### src/rtl/xadc_oversample4.sv
// Oversampling ADC front-end: counts ones of a synchronised 1-bit input
// over a fixed window of clock cycles and holds the count as a code.
module xadc_oversample4 #(
    parameter int OUT_W       = 4,
    parameter int WINDOW      = 15,
    parameter int SYNC_STAGES = 2
) (
    input  logic clock,
    input  logic reset_n,
    input  logic vin,
    output logic d0,
    output logic d1,
    output logic d2,
    output logic d3
);

    localparam int CNT_W = (WINDOW > 1) ? $clog2(WINDOW) : 1;
    localparam logic [CNT_W-1:0] LAST = CNT_W'(WINDOW - 1);

    logic [SYNC_STAGES-1:0] r_sync;
    logic [CNT_W-1:0]       r_wcnt;
    logic [OUT_W-1:0]       r_acc;
    logic [OUT_W-1:0]       r_code;
    logic [OUT_W-1:0]       w_sum;
    logic                   w_s;
    logic                   w_last;

    assign w_s    = r_sync[SYNC_STAGES-1];
    assign w_sum  = r_acc + OUT_W'(w_s);
    assign w_last = (r_wcnt == LAST);

    // vin is asynchronous to clock; only the last stage is consumed
    always_ff @(posedge clock or negedge reset_n) begin
        if (!reset_n) begin
            r_sync <= '0;
        end else begin
            r_sync <= {r_sync[SYNC_STAGES-2:0], vin};
        end
    end

    always_ff @(posedge clock or negedge reset_n) begin
        if (!reset_n) begin
            r_wcnt <= '0;
            r_acc  <= '0;
            r_code <= '0;
        end else if (w_last) begin
            r_code <= w_sum;
            r_acc  <= '0;
            r_wcnt <= '0;
        end else begin
            r_acc  <= w_sum;
            r_wcnt <= r_wcnt + 1'b1;
        end
    end

    assign d0 = r_code[0];
    assign d1 = r_code[1];
    assign d2 = r_code[2];
    assign d3 = r_code[3];

endmodule

### config.mk
export PLATFORM = sky130hd
export DESIGN_NAME = xadc_oversample4
export DESIGN_NICKNAME = d
export VERILOG_FILES = /design/src/rtl/xadc_oversample4.sv
export SDC_FILE = /design/constraint.sdc
export NUM_CORES = 1
export LEC_CHECK = 0
export CAP_MARGIN = 10
export CORE_UTILIZATION = 40
export CTS_CLUSTER_SIZE = 12
export DETAILED_ROUTE_END_ITERATION = 10
export GPL_TIMING_DRIVEN = 0
export PLACE_DENSITY = 0.63
export SLEW_MARGIN = 25
export SYNTH_ARGS = -nofsm -noshare
export SYNTH_HDL_FRONTEND = slang
export SYNTH_SLANG_ARGS = --single-unit
### constraint.sdc
create_clock -name clock -period 2.4 [get_ports clock]
set_clock_uncertainty 0.2 [all_clocks]
set_input_delay 0.24 -clock clock [delete_from_list [all_inputs] [get_ports clock]]
set_output_delay 0.24 -clock clock [all_outputs]
set_load 0.02 [all_outputs]
==> impl_metrics.csv <==
group,metric,value,unit
timing,worst_slack,0.752,ns
power,switching_share,27.3,%
grt,grt_pass1_wl,1.32,mm
worst_setup_path,critical_path_class,"reg2out",
clock_tree,clock_latency,0.26,ns
floorplan,start_util,42.9,%
floorplan,fp.dieW,39.4,um
clock_tree,cts_buffer_depth,2,
power,combinationalPowerShare,30.2,%
clock_tree,htree_num_levels,1,
floorplan,io_pins,7,
drt,viasPerCell,5.09,
clock_tree,cts_hold_repair.buffers,0,
timing,tightest_slew,0.605,ns
hold_path,hold_class,"in2async",
place,place_ws,0.966,ns
grt,antenna_found_initial,0,
yosys,syn_nets,47,
worst_setup_path,start_kind,"register",
grt,grt_pass1_vias,319,
drt,wl_per_cell,12.8,um
clock_tree,cts_sinks,14,
drt,drc,0,
worst_setup_path,worstPathCellList,"clkdlybuf4s50_1",
yosys,ys_top_cells_by_area,"dfrtp_1, mux2_4, ha_1",
power,ir_worst_vdd,0.510,mV
worst_setup_path,path_buf_inv,1,
clock_tree,cts_tree,"done",
floorplan,rows,13,
worst_setup_path,critPathRequiredTime,1.96,ns
timing,hold_viol_final,0,
timing,fin_crit,1.65,ns
drt,vias,336,
timing,fin_setup_tns,0,ns
worst_setup_path,arrival,1.21,ns
place,postPlaceCellArea,637,um2
drt,drt_wl_total,842,um
power,power.switching,0.000165,W
worst_setup_path,critPathCaptureType,"primary output",
final_layout,design_area,659,um2
yosys,synth_top_area_cell,"dfrtp_1",
worst_setup_path,slowest_stage,"clkdlybuf4s50_1",
power,intPower,0.000439,W
power,p_leak,0.352,nW
timing,slew-limit-headroom,59.5,%
timing,fin_crit_sh,68.7,%
outcome,status,"finished clean",
clock_tree,cts_setup_buffers,0,
yosys,synth_cell_types,16,
drt,drtAntennaViolNets,0,
yosys,synth_cells,42,
power,power_density,916,nW/um2
drt,dr.first_iter.drc_count,1,
yosys,postSynthAreaPerCell,13.3,um2
worst_setup_path,reg2reg_depth,3,
timing,drv_slew,0,
clock_tree,cts.clk_slew.worst_paths,0.07,ns
timing,final-setup-viol-count,0,
worst_setup_path,slowest_delay,0.60,ns
run,cap_viol_max_count,0,
clock_tree,root_buffer,"clkbuf_4",
grt,grt-ovfl-total,0,
floorplan,coreArea,1300,um2
clock_tree,cts_buffers,3,
floorplan,die_h,39.4,um
worst_setup_path,r2r-start,"r_sync[1]$_DFF_PN0_",
worst_setup_path,cp_max_fo,2,
power,share_seq_of_total_power,49.8,%
worst_setup_path,critPathTopFamily,"buffers and inverters",
yosys,synth_top_area_share,62.8,%
clock_tree,cts-resized-gates,0,
floorplan,dieArea,1550,um2
worst_setup_path,cp_num_cells,1,
final_layout,area_delta_synth_final,18.2,%
yosys,syn-cell-area,558,um2
final_layout,finalNetCount,58,
power,p_clk_share,20.0,%
yosys,synth_warnings,0,
worst_setup_path,startpoint,"r_code[2]$_DFFE_PN0N_",
drt,firstDrtPassIters,2,
place,io_buffers,6,
final_layout,drive_gt1_share,17.6,%
timing,fmax,0.607,GHz
yosys,yosysSeqAreaShare,62.8,%
place,gp_congestion,0.689,
final_layout,diodes,0,
grt,grt_max_degree,15,
timing,rsz0062_at_grt,"false",
grt,grt_util_all_layers,13.8,%
yosys,synth-seq-cells,14,
-- metrics by stage --
step	utilization, %	std cells	power, W	hold slack, ns
final	50.7	66	0.000604	0.152
after global routing	50.7	66	0.000647	0.168
after CTS	50.7	66	0.000616	0.155
after detailed placement	48.9	63	0.000491	0.138
after global placement	48.9	63	0.000486	0.134
after floorplan	-	42	0.000405	-0.256
-- layout by cell type, fill, tap and decap left out --
| cell type | netlist | routed |
|---|---|---|
| nand2_1 | 6 | 6 |
| nor3b_1 | 1 | 1 |
| nand4b_4 | 1 | 1 |
| nor2_1 | 2 | 2 |
| ha_1 | 2 | 2 |
| xor2_1 | 1 | 1 |
| nand3_1 | 1 | 1 |
| a31oi_1 | 1 | 1 |
| mux2_2 | 1 | 1 |
| a21oi_1 | 1 | 1 |
| clkbuf_4 | 0 | 3 |
| o21ai_0 | 5 | 5 |
| nand2b_1 | 1 | 1 |
| dfrtp_1 | 14 | 14 |
| mux2_4 | 2 | 2 |
| clkdlybuf4s50_1 | 0 | 6 |
| and2_2 | 2 | 2 |
| xnor2_1 | 1 | 1 |
-- sequential cells by signal, indices dropped and copies added (netlist names) --
| signal | count |
|---|---|
| r_sync | 2 |
| r_wcnt | 4 |
| r_acc | 4 |
| r_code | 4 |
-- cells by family (layout without fill, tap and decap cells) --
kind of cell,after synthesis,in the layout,share of synthesized area [%]
flip-flops,14,14,62.8
XOR/XNOR,2,2,3.14
multiplexers,3,3,7.40
buffers and inverters,0,9,0
AO/OA/AOI/OAI,7,7,6.50
adder cells (fa/ha/maj),2,2,4.48
AND/OR/NAND/NOR,14,14,15.7
-- routing by layer --
layer	routed length, um	up-vias	GRT usage, %
met5	0	-	0
met4	0	0	7.76
met3	28	0	3.41
met1	344	165	15.5
met2	469	6	23.3
li1	-	165	-
-- synth_stat cells --
master    count
nor2_1        2
nand3_1       1
ha_1          2
dfrtp_1      14
nand2_1       6
mux2_2        1
mux2_4        2
xor2_1        1
xnor2_1       1
a31oi_1       1
o21ai_0       5
and2_2        2
nand4b_4      1
nand2b_1      1
a21oi_1       1
nor3b_1       1
-- final timing paths --
path                                         end  slack, ns
max                                           d2       0.75
min                           r_acc[3]$_DFF_PN0_       0.15
max reg2reg                r_code[1]$_DFFE_PN0N_       0.96
min reg2reg                  r_sync[1]$_DFF_PN0_       0.15
max in group asynchronous     r_acc[0]$_DFF_PN0_       1.45
min in group clock           r_sync[1]$_DFF_PN0_       0.15
-- cell type report --
cell class	instances	area (um2)
fill	119	642
sequential	14	350
multi-input combinational	28	208
timing repair buffer	6	60.1
clock buffer	3	22.5
tap	15	18.8
-- power by group through the flow --
stage,Combinational (W),Sequential (W),Clock [W]
2_1_floorplan,0.0000574,0.000348,0
3_3_place_gp,0.000181,0.000305,0
3_5_place_dp,0.000184,0.000307,0
4_1_cts,0.000185,0.000302,0.000128
5_1_grt,0.000200,0.000308,0.000139
6_report,0.000182,0.000301,0.000121
(Power assumes the default switching activity.)
==> RTL change 1 (same settings) <==
`WINDOW`: 15 -> 16.
--- a/src/rtl/xadc_oversample4.sv
+++ b/src/rtl/xadc_oversample4.sv
@@ -4,3 +4,3 @@
     parameter int OUT_W       = 4,
-    parameter int WINDOW      = 15,
+    parameter int WINDOW      = 16,
     parameter int SYNC_STAGES = 2
Behaviour: same outputs for any inputs over 10 cycles, from zero or initial values and one cycle with reset_n low; that may be too few to reach the edited logic, so the function may still have changed.
==> RTL change 1 against the original RTL <==
- core utilization is 3.0 points higher
- sequential cell count is the same
- design area shrank 4.7%
- fmax fell by 0.55%
- power shrank 7.4%
- global-route usage rose by 1.6 points
- synthesized area shrank 5.4%
- worst setup slack worse by 0.0090 ns
- wire length down 3.1%
- largest cell class unchanged
- largest power group unchanged
==> RTL change 1: results (changes against the original RTL) <==
| Metric | Value |
|---|---|
| Pre-CTS setup slack | 1.01 ns (+0.0418 ns) |
| Parity-gate share of the synthesized area counting xor and xnor cells | 4.98% (+1.8 points) |
| Kind of cell adding the most delay to the critical path | buffers and inverters |
| Fraction of the mapped netlist area in compound gates | 4.74% (-1.8 points) |
| Share of final-layout standard cells stronger than drive strength 1 | 9.62% (-8.0 points) |
| Remaining max-slew budget at the tightest pin | 60.3% (+0.80 points) |
| DRT iter0 DRCs | 5 (+4) |
| Number of port buffers | 6 (unchanged) |
| Post-place instance area | 606 sq um (-4.9%) |
| H-tree depth reported by CTS | 1 (unchanged) |
| Pre-antenna DRT Iters | 2 (unchanged) |
| Clock tree root driver cell | clkbuf_4 |
| Vias in the first global route | 358 (+12%) |
| Buffer count from post-CTS setup fixing | 0 (unchanged) |
| Fill cell total of the finished layout | 110 (-7.6%) |
| Slowest-stage cell, CP | clkdlybuf4s50_1 |
| Clock input transition at the sequential cells of the worst setup and hold paths | 0.07 ns (about the same) |
| Longest Clk Path Bufs | 2 (unchanged) |
| Gp weighted congestion | 0.652 (-5.4%) |
| LEAKAGE | 0.300 nW (-15%) |
| Dpl hpwl | 609 um |
| Classification of the worst-slack hold path | in2async |
| Leading registers by flop count | r_acc x4, r_code x4, r_wcnt x4 |
| Worst skew pair latency | 0.27 ns |
| Crit Reg-Reg Endpoint | r_code[2]$_DFFE_PN0N_ |
| Critical-path maximum fanout | 2 (unchanged) |
| Adder-cell share of the synthesized area | 7.11% (+2.6 points) |
| Met2 routed WL | 404 um (-14%) |
| Register area share after synthesis | 66.4% (+3.6 points) |
| Total global routing track utilization | 15.4% (+1.6 points) |
| Sum of routed wire length over all layers | 816 um (-3.1%) |
| Count of instances resized after the clock tree is built | 0 (unchanged) |
| Largest net degree at the start of global routing | 15 (unchanged) |
| Number of synthesis warnings | 0 (unchanged) |
| Met3 wire length | 23 um (-18%) |
| M1 WL | 382 um (+11%) |
| Reg-to-reg setup timing slack | 1.01 ns (+0.05 ns) |
| Global-route wire length before repair | 1.49 mm (+13%) |
| Number of antenna violations at the first check in global routing | 0 (unchanged) |
| Net total in the final layout | 60 (+3.4%) |
| Status | complete, no violations |
| Share of synthesized flip-flops with an asynchronous set or reset | 100% (unchanged) |
| Top Layer Used | met4 |
| Number of vias after detailed routing | 325 (-3.3%) |
| Hold slack | 0.147 ns (-0.00513 ns) |
| Synth Net Count | 49 (+4.3%) |
| Most common library cells after synthesis | dfrtp_1 (14), nand2_1 (8), ha_1 (3), nor2_1 (3) |
| Number of CTS-inserted buffers | 3 (unchanged) |
| Cells taking the most area after synthesis | dfrtp_1 (66%), ha_1 (7.1%), nand2_1 (5.7%) |
| Count of unique library cells instantiated by Yosys | 14 (-2) |
| Number of diodes added for antenna fixing | 0 (unchanged) |
| Peak supply drop | 0.505 mV (-1.1%) |
| Delay of the slowest critical-path stage | 0.61 ns |
| Portion of netlist area occupied by mux cells | 0% (-7.4 points) |
| Worst reg2reg path depth | 4 (+1) |
| Crit Reg-Reg Startpoint | r_sync[1]$_DFF_PN0_ |
==> RTL change 1: per-stage QoR <==
step | instances | total power, W | utilization, %
finish | 66 | 0.000559 | 53.6
global route | 66 | 0.000598 | 53.6
CTS | 66 | 0.000569 | 53.6
detailed placement | 63 | 0.000445 | 51.7
global placement | 63 | 0.000441 | 51.7
floorplan | 43 | 0.000364 | -
==> RTL change 1: cell type report <==
type,count,share of cell area (%)
inverter,1,0.598
clock buffer,3,3.59
tap,14,2.79
multi-input combinational,28,27.7
sequential,14,55.8
timing repair buffer,6,9.56
==> RTL change 1: logic make-up (layout without fill, tap and decap cells) <==
kind of cell / after synthesis / after routing
fa+ha+maj: 3 / 3
buf+inv: 1 / 10
flops: 14 / 14
simple gates: 17 / 17
compound gates: 5 / 5
xor+xnor: 3 / 3
==> RTL change 1: routing by layer <==
layer,GRT usage (%),vias to the layer above
met1,18.7,151
li1,-,164
met4,10.3,0
met2,24.2,8
met5,0,-
met3,3.49,2
==> RTL change 1: worst max path at each step <==
stage / start / end / slack [ns] / depth (start not counted)
after detailed placement: r_sync[1]$_DFF_PN0_ / r_code[2]$_DFFE_PN0N_ / 1.01 / 4
final: r_code[0]$_DFFE_PN0N_ / d0 / 0.74 / 1
after global routing: r_code[2]$_DFFE_PN0N_ / d2 / 0.69 / 1
after floorplan: r_sync[1]$_DFF_PN0_ / r_code[2]$_DFFE_PN0N_ / 1.10 / 4
after CTS: r_code[0]$_DFFE_PN0N_ / d0 / 0.73 / 1
after global placement: r_code[2]$_DFFE_PN0N_ / d2 / 1.04 / 1
==> RTL change 1: power by group <==
part	internal [W]	switching, W	leakage (nW)
clock	0.0000580	0.0000630	0.0138
combinational	0.0000740	0.0000767	0.110
sequential	0.000272	0.0000158	0.176
total	0.000404	0.000156	0.300
==> RTL change 2 (same flow settings) <==
Without the edit above. Put a register stage on the outputs `d0`, `d1`, `d2` and `d3`. The values now appear one clock later.
--- a/src/rtl/xadc_oversample4.sv
+++ b/src/rtl/xadc_oversample4.sv
@@ -55,6 +55,8 @@
 
-    assign d0 = r_code[0];
-    assign d1 = r_code[1];
-    assign d2 = r_code[2];
-    assign d3 = r_code[3];
+    always_ff @(posedge clock) begin
+        d0 <= r_code[0];
+        d1 <= r_code[1];
+        d2 <= r_code[2];
+        d3 <= r_code[3];
+    end
 
Check against the original RTL: same outputs for any inputs over 10 cycles, from zero or initial values and one cycle with reset_n low; that may be too few to reach the edited logic, so the function may still have changed.
==> RTL change 2 against the original RTL <==
- worst setup slack gained 0.029 ns
- synthesized cell count grew 9.5%
- wire length shrank 5.2%
- synthesized area grew 14%
- sequential cell count grew 4
- design area grew 12%
- power grew 20%
- die area grew 14%
- fmax grew 1.8%
==> RTL change 2: results (changes against the original RTL) <==
| Metric | Value |
|---|---|
| Status | complete, no violations |
| Number of synthesis warnings | 0 (unchanged) |
| Most numerous cell in the Yosys netlist | dfrtp_1 |
| DRT iter0 DRCs | 5 (+4) |
| Vias in the first global route | 326 (+2.2%) |
| Register area share after synthesis | 67.5% (+4.7 points) |
| Fill cell total of the finished layout | 137 (+15%) |
| Parity-gate share of the synthesized area counting xor and xnor cells | 2.75% (-0.39 points) |
| Remaining max-slew budget at the tightest pin | 58.7% (-0.82 points) |
| Critical path arrival | 1.18 ns (-0.03 ns) |
| Synth Net Count | 51 (+8.5%) |
| Number of port buffers | 6 (unchanged) |
| Reg-to-reg setup timing slack | 0.95 ns |
| Adder-cell share of the synthesized area | 3.92% (-0.56 points) |
| Most common library cells after synthesis | dfrtp_1 (14), nand2_1 (6), o21ai_0 (5), dfxtp_1 (4) |
| Crit Reg-Reg Startpoint | r_sync[1]$_DFF_PN0_ |
| Crit path from | d2$_DFF_P_ |
| Pre-antenna DRT Iters | 2 (unchanged) |
| Clock tree root driver cell | clkbuf_4 |
| Fraction of the mapped netlist area in compound gates | 5.69% (-0.82 points) |
| Peak supply drop | 0.495 mV (-3.1%) |
| Buffer count from post-CTS setup fixing | 0 (unchanged) |
| Cells taking the most area after synthesis | dfrtp_1 (55%), dfxtp_1 (13%), mux2_4 (4.7%) |
| Count of unique library cells instantiated by Yosys | 17 (+1) |
| Per-instance average area after synthesis | 13.9 sq um (+4.4%) |
| Number of antenna violations at the first check in global routing | 0 (unchanged) |
| Total global routing track utilization | 11.7% (-2.0 points) |
| Worst skew pair latency | 0.28 ns (+0.02 ns) |
| Number of CTS-inserted buffers | 3 (unchanged) |
| Portion of netlist area occupied by mux cells | 6.47% (-0.93 points) |
| LEAKAGE | 0.386 nW (+9.6%) |
| Gp weighted congestion | 0.668 (-3.0%) |
| Critical-path maximum fanout | 1 (-1) |
| Net total in the final layout | 62 (+6.9%) |
| H-tree depth reported by CTS | 1 (unchanged) |
| Kind of cell adding the most delay to the critical path | buffers and inverters |
| Count of instances resized after the clock tree is built | 0 (unchanged) |
| Share of synthesized flip-flops with an asynchronous set or reset | 77.8% (-22 points) |
| Number of diodes added for antenna fixing | 0 (unchanged) |
| Longest Clk Path Bufs | 2 (unchanged) |
| Sum of routed wire length over all layers | 798 um (-5.2%) |
| Delay of the slowest critical-path stage | 0.59 ns |
| Via/cell ratio | 4.77 (-6.2%) |
| Final Instance Count excl. Fillers | 71 (+7.6%) |
| Share of final-layout standard cells stronger than drive strength 1 | 16.4% (-1.3 points) |
| Leading registers by flop count | r_acc x4, r_code x4, r_wcnt x4 |
| Global-route wire length before repair | 1.46 mm (+10%) |
| Classification of the worst-slack hold path | in2async |
| Placed Cells incl. Taps | 68 (+7.9%) |
| Slowest-stage cell, CP | clkdlybuf4s50_1 |
| Clock input transition at the sequential cells of the worst setup and hold paths | 0.09 ns (+0.02 ns) |
## RTL change 2: final timing paths
| path | to | cells after the start |
|---|---|---|
| min | r_code[3]$_DFFE_PN0N_ | 1 |
| min reg2reg | r_sync[1]$_DFF_PN0_ | 0 |
| max in group asynchronous | r_acc[1]$_DFF_PN0_ | 1 |
| min in group clock | r_sync[1]$_DFF_PN0_ | 0 |
| max reg2reg | r_code[1]$_DFFE_PN0N_ | 3 |
| max | d2 | 1 |
## RTL change 2: stage by stage
step,hold WS (ns),area (sq um),setup WS [ns],util [%],power [W]
floorplan,-0.256,638,1.00,-,0.000513
global placement,0.134,718,0.974,47.7,0.000595
detailed placement,0.137,718,0.963,47.7,0.000598
CTS,0.157,741,0.766,49.2,0.000738
global route,0.162,741,0.727,49.2,0.000771
finish,0.138,741,0.781,49.2,0.000727
## RTL change 2: final cells by class
cell class | instances | area share, %
sequential | 18 | 58.1
timing repair buffer | 6 | 8.11
multi-input combinational | 28 | 28.0
clock buffer | 3 | 3.04
tap | 16 | 2.70
## RTL change 2: report_power, final
part	internal, W	leakage (nW)	switching, W	total (W)
Combinational	0.000101	0.165	0.0000793	0.000180
Sequential	0.000381	0.207	0.0000272	0.000408
Clock	0.0000582	0.0138	0.0000804	0.000139
## RTL change 2: cell families (layout without fill, tap and decap cells)
kind of cell / count (synthesis) / in the layout
xor gates and xnor gates: 2 / 2
muxes: 3 / 3
adders and majority gates: 2 / 2
AOI/OAI and AO/OA: 7 / 7
DFF: 18 / 18
buffers and inverters: 0 / 9
and+or+nand+nor: 14 / 14
## RTL change 2: metal layers
metal | global-route usage, % | part of all wire [%]
met5 | 0 | 0
met4 | 7.74 | 1.5
met1 | 14.7 | 50
met2 | 17.2 | 45
met3 | 3.91 | 2.8
